**src/rtl/mem_arbiter_pkg.sv**
```systemverilog
// mem_arbiter_pkg: FSM state encoding and port indices shared by the arbiter.
package mem_arbiter_pkg;
    typedef enum logic [1:0] {
        IDLE   = 2'd0,
        SERVE  = 2'd1,
        LOCKED = 2'd2
    } state_t;
    localparam int unsigned PORT_CPU = 0;
    localparam int unsigned PORT_MON = 1;
endpackage

```
**src/rtl/rr_picker.sv**
```systemverilog
// rr_picker: 2-way round-robin winner from an eligible mask and the last-winner pointer.
module rr_picker (
    input  logic [1:0] i_elig,
    input  logic       i_last,
    output logic       o_valid,
    output logic       o_win
);
    always_comb begin
        o_valid = |i_elig;
        o_win   = &i_elig ? ~i_last : i_elig[1];
    end
endmodule

```
**src/rtl/mem_arbiter.sv**
```systemverilog
// mem_arbiter: two-port round-robin arbiter in front of a single-port synchronous memory.
// Lock/ownership support is built only when MEM_ARBITER_LOCK_EN is defined.
module mem_arbiter
    import mem_arbiter_pkg::*;
#(
    parameter int ADDR_WIDTH = 6,
    parameter int DATA_WIDTH = 16
) (
    input  logic                  clk,
    input  logic                  rst,
    input  logic                  m0_req,
    input  logic                  m0_we,
    input  logic [ADDR_WIDTH-1:0] m0_addr,
    input  logic [DATA_WIDTH-1:0] m0_wdata,
    input  logic                  m0_lock,
    output logic                  m0_gnt,
    output logic                  m0_rvalid,
    output logic [DATA_WIDTH-1:0] m0_rdata,
    input  logic                  m1_req,
    input  logic                  m1_we,
    input  logic [ADDR_WIDTH-1:0] m1_addr,
    input  logic [DATA_WIDTH-1:0] m1_wdata,
    input  logic                  m1_lock,
    output logic                  m1_gnt,
    output logic                  m1_rvalid,
    output logic [DATA_WIDTH-1:0] m1_rdata,
    output logic                  mem_we,
    output logic [ADDR_WIDTH-1:0] mem_addr,
    output logic [DATA_WIDTH-1:0] mem_data,
    input  logic [DATA_WIDTH-1:0] mem_out,
    output logic                  busy
);
    logic [1:0]            w_req, w_we, w_lock, w_elig;
    logic [ADDR_WIDTH-1:0] w_addr [2];
    logic [DATA_WIDTH-1:0] w_wdata [2];
    logic                  w_valid, w_win, w_lock_hit;
    logic [1:0]            r_gnt, r_rvalid;
    logic                  r_last, r_mem_we;
    logic [ADDR_WIDTH-1:0] r_mem_addr;
    logic [DATA_WIDTH-1:0] r_mem_data;
    state_t                r_state, w_next;

    assign w_req[PORT_CPU]   = m0_req;
    assign w_req[PORT_MON]   = m1_req;
    assign w_we[PORT_CPU]    = m0_we;
    assign w_we[PORT_MON]    = m1_we;
    assign w_lock[PORT_CPU]  = m0_lock;
    assign w_lock[PORT_MON]  = m1_lock;
    assign w_addr[PORT_CPU]  = m0_addr;
    assign w_addr[PORT_MON]  = m1_addr;
    assign w_wdata[PORT_CPU] = m0_wdata;
    assign w_wdata[PORT_MON] = m1_wdata;

    // A port whose grant is showing this cycle has its request consumed.
    always_comb begin
        w_elig = w_req & ~r_gnt;
`ifdef MEM_ARBITER_LOCK_EN
        if (r_state == LOCKED) w_elig = w_elig & (r_last ? 2'b10 : 2'b01);
`endif
    end

    rr_picker u_picker (
        .i_elig (w_elig),
        .i_last (r_last),
        .o_valid(w_valid),
        .o_win  (w_win)
    );

`ifdef MEM_ARBITER_LOCK_EN
    assign w_lock_hit = w_valid & w_lock[w_win];
    assign busy       = r_state == LOCKED;
`else
    logic w_unused_lock;
    assign w_unused_lock = ^w_lock;
    assign w_lock_hit    = 1'b0;
    assign busy          = 1'b0;
`endif

    always_comb begin
        w_next = IDLE;
        w_next = w_valid ? (w_lock_hit ? LOCKED : SERVE) : (r_state == LOCKED ? LOCKED : IDLE);
    end

    // In LOCKED only the owner is granted, so the owner is always the last winner.
    always_ff @(posedge clk) begin
        if (rst) begin
            r_state    <= IDLE;
            r_gnt      <= '0;
            r_rvalid   <= '0;
            r_last     <= 1'b1;
            r_mem_we   <= 1'b0;
            r_mem_addr <= '0;
            r_mem_data <= '0;
        end else begin
            r_state  <= w_next;
            r_gnt    <= {w_valid & w_win, w_valid & ~w_win};
            r_rvalid <= r_gnt & {2{~r_mem_we}};
            r_mem_we <= w_valid & w_we[w_win];
            if (w_valid) begin
                r_last     <= w_win;
                r_mem_addr <= w_addr[w_win];
                r_mem_data <= w_wdata[w_win];
            end
        end
    end

    assign m0_gnt    = r_gnt[PORT_CPU];
    assign m1_gnt    = r_gnt[PORT_MON];
    assign m0_rvalid = r_rvalid[PORT_CPU];
    assign m1_rvalid = r_rvalid[PORT_MON];
    assign m0_rdata  = r_rvalid[PORT_CPU] ? mem_out : '0;
    assign m1_rdata  = r_rvalid[PORT_MON] ? mem_out : '0;
    assign mem_we    = r_mem_we;
    assign mem_addr  = r_mem_addr;
    assign mem_data  = r_mem_data;
endmodule

```
**config.mk**
```make
export PLATFORM = sky130hd
export DESIGN_NAME = mem_arbiter
export DESIGN_NICKNAME = d
export VERILOG_FILES = /design/src/rtl/mem_arbiter_pkg.sv /design/src/rtl/rr_picker.sv /design/src/rtl/mem_arbiter.sv
export SDC_FILE = /design/constraint.sdc
export NUM_CORES = 1
export LEC_CHECK = 0
export ABC_AREA = 1
export ABC_CLOCK_PERIOD_IN_PS = 1100
export CAP_MARGIN = 15
export CORE_MARGIN = 2
export CORE_UTILIZATION = 27
export DETAILED_ROUTE_END_ITERATION = 16
export PLACE_DENSITY = 0.72
export RECOVER_POWER = 25
export SYNTH_ARGS = -nofsm -noshare
export SYNTH_HDL_FRONTEND = slang
export SYNTH_SLANG_ARGS = --single-unit
```
**constraint.sdc**
```tcl
create_clock -name clk -period 1.1 [get_ports clk]
set_clock_uncertainty 0.2 [all_clocks]
set_input_delay 0.275 -clock clk [delete_from_list [all_inputs] [get_ports clk]]
set_output_delay 0.275 -clock clk [all_outputs]
set_load 0.01 [all_outputs]
```
Word-level counts from Yosys, hierarchy flattened
Cells that the tools add are included.
{"block": "word_totals", "regBits": 28, "inputBits": 68, "out_inout_bits": 60, "wordCells": 31}
{"block": "op_classes", "order_cmp": 2, "muxes": 11, "bitwise_logic": 10, "n_reduce_logical": 2}
{"cell": "$mux 16", "count": 5}
{"cell": "$mux 6", "count": 3}
{"cell": "$and 2x2->2", "count": 2}
{"cell": "$and 1x1->1", "count": 3}
{"cell": "$mux 1", "count": 3}
{"cell": "$not 1->1", "count": 3}
{"cell": "$ge 2x2->1 const B", "count": 1}
{"cell": "$lt 1x2->1 const B", "count": 1}
{"cell": "$not 1->2", "count": 1}
{"cell": "$not 2->2", "count": 1}
{"cell": "$reduce_and 2->1", "count": 1}
{"cell": "$reduce_or 2->1", "count": 1}

Depth between registers and ports, before layout
Gate-level depths: netlist (run 1).
{"block": "depth", "depth_word": 8, "depth_mapped": 7, "ltp_nobuf": 6}

By module
Synthesis (run 1) repeated with hierarchy kept, for this count alone.
{"block": "unflattened", "hier_cells": 243, "hier_area_um2": 1545.2}
{"mod": "mem_arbiter", "n_inst": 1, "cells_each": 240, "area_each_um2": 1530.2, "seq_area_each_um2": 560.5}
{"mod": "rr_picker", "n_inst": 1, "cells_each": 3, "area_each_um2": 15.0, "seq_area_each_um2": 0.0}

Least setup slack after synthesis (run 1)
Ideal clock, no wire load.
{"block": "synth_path", "path_type": "register to output", "startpoint": "register r_rvalid[0]", "endpoint": "output port m0_rdata[10]", "arrival_ps": 920, "required_ps": 625, "setup_slack_ps": -295, "stages_incl_launch_ff": 5, "n_path_buf": 2, "path_cell_list": "dfxtp_1 -> clkbuf_1 -> buf_2 -> nand2_1 -> inv_1"}
{"block": "synth_between", "elab_chain_cells": 1}
{"element": "from (decl)", "line": "mem_arbiter.sv:37", "source": "logic [1:0] r_gnt, r_rvalid;"}
{"element": "from (signal assigned)", "line": "mem_arbiter.sv:97", "source": "r_rvalid <= r_gnt & {2{~r_mem_we}};"}
{"element": "$mux 16", "line": "mem_arbiter.sv:111", "source": "assign m0_rdata = r_rvalid[PORT_CPU] ? mem_out : '0;"}
{"element": "to (decl)", "line": "mem_arbiter.sv:18", "source": "output logic [DATA_WIDTH-1:0] m0_rdata,"}
No other way between the ends.

Worst setup path in the final report (run 1)
Ends and elaborated chain as after synthesis.

==> results of run 1 <==
-- cells by family (layout without fill, tap and decap cells) --
logic type | count (synthesis) | count (layout) | synth area share [%]
buf+inv | 95 | 245 | 24.1
simple gates | 159 | 162 | 41.1
flops | 28 | 28 | 33.3
other cells | 1 | 1 | 0.223
compound gates | 2 | 2 | 1.26
-- path summary, 6_finish.rpt --
check,cells past startpoint,slack [ns],endpoint
worst max-delay path,5,-0.48,m0_rdata[10]
worst min-delay path,2,0.26,mem_data[15]
worst max register to register,8,-0.38,mem_data[14]
worst min register to register,2,0.26,mem_data[15]
-- per-stage QoR --
stage	hold slack (ns)	power, mW	setup slack (ns)	cells	util, %
final	0.260	3.57	-0.477	513	71.1
after global routing	0.268	3.75	-0.516	513	71.1
after CTS	0.259	3.37	-0.482	509	63.4
after detailed placement	0.239	2.27	-0.828	485	53.0
after global placement	0.236	2.25	-0.816	485	53.0
after floorplan	0.138	1.65	-0.101	285	-
-- state kept, by name, indices dropped and copies added (netlist names) --
register  cells
mem_addr      6
mem_we        1
r_gnt         2
r_last        1
mem_data     16
r_rvalid      2
-- cell type report --
cell class	count	area (sq um)	share of cell area (%)
sequential	28	604	14.3
inverter	80	305	7.21
clock buffer	4	66.3	1.57
multi-input combinational	165	1290	30.5
tap	75	93.8	2.22
timing repair buffer	161	1870	44.2
-- layer usage --
metal / vias to the layer above / part of all wire, %
met5: - / 0
met4: 0 / 1.3
met3: 8 / 6.1
met2: 87 / 53
met1: 1037 / 39
li1: 1130 / -
-- cells in the mapped netlist --
cell	n	share of area, %
nand2_1	102	23
inv_1	78	17
nand3_1	44	13
dfxtp_1	28	33
buf_2	6	1.8
buf_6	4	2.7
nor2_1	4	0.89
buf_4	3	1.3
nand2_2	3	1.1
clkbuf_1	2	0.45
inv_2	2	0.45
nor2_4	2	1.3
nor3_1	2	0.60
a21oi_1	1	0.30
a21oi_4	1	0.97
conb_1	1	0.22
nand2_4	1	0.67
nand3_2	1	0.60
-- tightest hold or removal path: cells and delay by family, from the launching register on --
kind	cells	cell delay, ns
AND/OR/NAND/NOR	2	0.10
flip-flops	1	0.34
-- timing repair --
item                       CTS  global route
hold endpoints to repair     0             0
setup endpoints to repair   87            86
hold buffers                 0             0
gates resized for setup    383            90
cloned                       8             3
buffers inserted            12             4
pin swaps                   33            41
-- power breakdown --
group / switching (mW) / total [mW] / internal, mW
registers: 0.0760 / 1.21 / 1.13
logic: 0.723 / 1.62 / 0.900
clock network: 0.346 / 0.743 / 0.397
total: 1.15 / 3.57 / 2.43
==> results.json, run 1 <==
{
  "status": "complete, but fails checks",
  "violations": "setup timing",
  "finalMaxSlewViolations": 0,
  "tns_ns": -25.54,
  "path_max_fanout": 8,
  "viasPerCell": 4.41,
  "period_needed_ns": 1.58,
  "fillers": 476,
  "stdcell_area_sq_um": 4230,
  "die-width_microns": 82.9,
  "cts_buffer_depth": 2,
  "totalWireLength_microns": 7010,
  "setup_slack_ns": -0.477,
  "synthesis.nets": 353,
  "p_leak_nw": 2.31,
  "final_common_cell": "buf_6",
  "hold_path.class": "reg -> reg",
  "io_buffer_count": 124,
  "cp-end-kind": "output port",
  "cts_max_level": 1,
  "fmax_mhz": 634,
  "layout-drive-gt1-share_pct": 58.9,
  "slowest_stage": "dfxtp_4",
  "setup_viol": 85,
  "drc": 0,
  "crit_family": "buffers and inverters",
  "initial_core_util_pct": 28.2,
  "die_area_sq_um": 6880,
  "cts_tree": "done",
  "gr-max-usage-layer": "met2",
  "grt.met3_usage_pct": 4.08,
  "drv_cap": 0,
  "hold_start": "mem_data[15]",
  "reg2reg_from": "r_gnt[1]",
  "grt.total_usage_pct": 18.1,
  "area_delta_synth_final_pct": 152,
  "clk_pin_slew_ns": 0.10,
  "critPathKind": "reg -> out",
  "rows": 28,
  "clock_sinks": 28,
  "routedWlPerCell_microns": 13.7,
  "use_met2_pct": 34.5,
  "layout_worst_path_cycle_share_pct": 143,
  "crit_chain": "buf_12, buf_16, nand2_2, inv_1, buf_2",
  "grt.overflow.total": 0,
  "rsz0062_at_grt": "yes",
  "cp-start-kind": "flip-flop",
  "first_pass_iters": 4,
  "syn-instance-count": 285,
  "synth-seq-cells": 28,
  "met1_usage_pct": 20.3,
  "ant_nets": 0,
  "antenna_found_initial": 0,
  "gp_congestion": 0.806,
  "fin_nets": 507,
  "io_pins": 128,
  "crit_start": "r_rvalid[0]",
  "grt_start_max_net_pins": 18,
  "p_per_area_nw_per_um2": 844,
  "hpwlAfterDp_microns": 4150,
  "grt_pass1_wl_microns": 10400,
  "ys_warn_count": 0,
  "clock_latency_ns": 0.28,
  "cp.arrival_ns": 1.10,
  "via_count": 2262,
  "syn_avg_cell_area_sq_um": 5.90,
  "diodes": 0,
  "crit_buf_inv": 4,
  "cts_root_buffer": "clkbuf_8",
  "cts_inserted_buffers": 3,
  "place_area_sq_um": 3160,
  "worst_ep_required_time_ns": 0.62,
  "yosysSeqAreaShare_pct": 33.3,
  "cpPeakStageDelay_ns": 0.36,
  "finalHoldViolations": 0,
  "netlist_area_sq_um": 1680,
  "ir_drop_v": 0.000693,
  "grt_pass1_vias": 2232,
  "core_sq_um": 5960,
  "synth_cell_types": 18,
  "drtIter0Drc": 50,
  "fp.dieH_microns": 82.9,
  "layout_common_cells": "59 x buf_6, 54 x clkdlybuf4s50_1, 51 x inv_1, 48 x nand2_1, 33 x nand2_2"
}
No activity file was read; power rests on OpenSTA's default activity.
==> run 2, diff against run 1 <==
--- a/config.mk
+++ b/config.mk
@@ -8,7 +8,6 @@
 export ABC_AREA = 1
 export ABC_CLOCK_PERIOD_IN_PS = 1100
 export CAP_MARGIN = 15
-export CORE_MARGIN = 2
 export CORE_UTILIZATION = 27
 export DETAILED_ROUTE_END_ITERATION = 16
 export PLACE_DENSITY = 0.72
==> results.json, run 2 (synthesis gave the netlist of run 1 again) <==
{
  "status": "complete, but fails checks",
  "violations": "setup timing",
  "cts_buffer_depth": 2,
  "p_per_area_nw_per_um2": 854,
  "cp-end-kind": "output port",
  "slowest_stage": "dfxtp_4",
  "hold_slack_ns": 0.260,
  "fmax_mhz": 663,
  "place_inst": 484,
  "drtIter0Drc": 74,
  "fin_cells": 509,
  "largest_register_ffs": 16,
  "top_layer": "met4",
  "grt_pass1_vias": 2071,
  "ctsHoldBuffers": 0,
  "sw_frac_of_total_pct": 32.3,
  "ir_drop_v": 0.000612,
  "area_delta_synth_final_pct": 145,
  "period_needed_ns": 1.51,
  "totalWireLength_microns": 6720,
  "clk_pin_slew_ns": 0.10,
  "routedWlPerCell_microns": 13.2,
  "ant_nets": 0,
  "met1_length_microns": 2450,
  "worst_ep_required_time_ns": 0.62,
  "place_area_sq_um": 3120,
  "finalHoldViolations": 0,
  "critPathKind": "reg -> out",
  "gp_congestion": 0.790,
  "power_frac_clock_pct": 21.1,
  "p_switching_mw": 1.14,
  "grt_start_max_net_pins": 23,
  "diodes": 0,
  "routed-wl-met3_microns": 573,
  "hold_path.class": "reg -> reg",
  "setup_viol": 85,
  "cts_tree": "done",
  "fp.dieH_microns": 80.9,
  "grt_pass1_wl_microns": 9660,
  "initial_core_util_pct": 28.2,
  "grt.total_usage_pct": 19.2,
  "cts_inserted_buffers": 3,
  "final_common_cell": "buf_6",
  "layout_worst_path_cycle_share_pct": 137,
  "cts_root_buffer": "clkbuf_8",
  "dp_slack_ns": -0.819,
  "seqPwrFrac_pct": 34.4,
  "antenna_found_initial": 0,
  "clock_sinks": 28,
  "die-width_microns": 80.9,
  "drv_cap": 0,
  "cp.arrival_ns": 1.03,
  "p_int_mw": 2.38,
  "crit_chain": "buf_12, nand2_2, inv_2, buf_6",
  "core_sq_um": 5960,
  "comb_power_share_pct": 44.5,
  "die_area_sq_um": 6550,
  "total_power_mw": 3.52,
  "final_util_pct": 69.2,
  "clock_latency_ns": 0.27,
  "grt.overflow.total": 0,
  "hpwlAfterDp_microns": 4040,
  "layout-drive-gt1-share_pct": 61.3,
  "via_count": 2207,
  "drc": 0,
  "fin_nets": 503,
  "path_max_fanout": 6,
  "tns_ns": -21.52,
  "rows": 28,
  "stdcell_area_sq_um": 4120,
  "cpPeakStageDelay_ns": 0.41,
  "setup_slack_ns": -0.408,
  "cts_max_level": 1,
  "layout_common_cells": "68 x buf_6, 56 x clkdlybuf4s50_1, 51 x nand2_1, 47 x inv_1, 44 x nand2_2",
  "first_pass_iters": 4,
  "p_leak_nw": 2.12,
  "io_pins": 128,
  "cp-start-kind": "flip-flop",
  "io_buffer_count": 124,
  "viasPerCell": 4.34,
  "rsz0062_at_grt": "yes",
  "detailroute.wirelength.met2_microns": 3610,
  "finalMaxSlewViolations": 0
}
## run 2: changes by cell type in the layout (fill, tap and decap cells not counted), moves of 3 or more
cell	delta
inv_1	-4
nand2_2	+11
nand2_4	-14
nand2_1	+3
nand3_1	-9
buf_6	+9
buf_12	-3
nand3_2	+7
inv_2	+5
buf_2	-6
nor2_1	-3
## run 2: cell type report
type / instances / area, sq um
Tap cell: 75 / 93.8
Multi-Input combinational cell: 165 / 1280
Clock buffer: 4 / 66.3
Fill cell: 460 / 1840
Timing Repair Buffer: 157 / 1770
Inverter: 80 / 303
Sequential cell: 28 / 604
## run 2: power by group through the flow
stage | combinational, mW | clock, mW | sequential, mW
finish | 1.56 | 0.744 | 1.21
global route | 1.66 | 0.796 | 1.22
CTS | 1.39 | 0.752 | 1.21
detailed placement | 1.05 | 0 | 1.20
global placement | 1.03 | 0 | 1.19
floorplan | 0.405 | 0 | 1.24
## run 2: what timing repair did
| item | 4_1_cts | 5_1_grt |
|---|---|---|
| pin swaps | 46 | 33 |
| endpoints found under the setup margin | 87 | 85 |
| gates cloned | 6 | 2 |
| resized for setup | 412 | 65 |
| setup buffers | 11 | 2 |
## run 2: critical path: cells and delay by family (launching register included)
kind          cells  cell delay [ns]
simple gates      1             0.07
flops             1             0.41
buf+inv           3             0.27
## run 2: path summary, 6_finish.rpt
check / startpoint / to / slack, ns / cells past startpoint
max: r_rvalid[0] / m0_rdata[0] / -0.41 / 4
min: mem_data[6] / mem_data[6] / 0.26 / 2
max reg2reg: r_gnt[1] / mem_data[13] / -0.26 / 6
min reg2reg: mem_data[6] / mem_data[6] / 0.26 / 2
## run 2: layer usage
layer	vias to the layer above	track usage (%)
li1	1119	-
met2	91	38.2
met3	8	4.61
met1	989	19.3
met4	0	6.07
met5	-	0
==> run 3, diff against run 2 <==
--- a/config.mk
+++ b/config.mk
@@ -6,12 +6,11 @@
 export NUM_CORES = 1
 export LEC_CHECK = 0
 export ABC_AREA = 1
-export ABC_CLOCK_PERIOD_IN_PS = 1100
 export CAP_MARGIN = 15
 export CORE_UTILIZATION = 27
 export DETAILED_ROUTE_END_ITERATION = 16
 export PLACE_DENSITY = 0.72
-export RECOVER_POWER = 25
+export RECOVER_POWER = 50
 export SYNTH_ARGS = -nofsm -noshare
 export SYNTH_HDL_FRONTEND = slang
 export SYNTH_SLANG_ARGS = --single-unit
==> results of run 3 <==
Same layout as run 2: the final DEF is identical, and so are final timing and power.
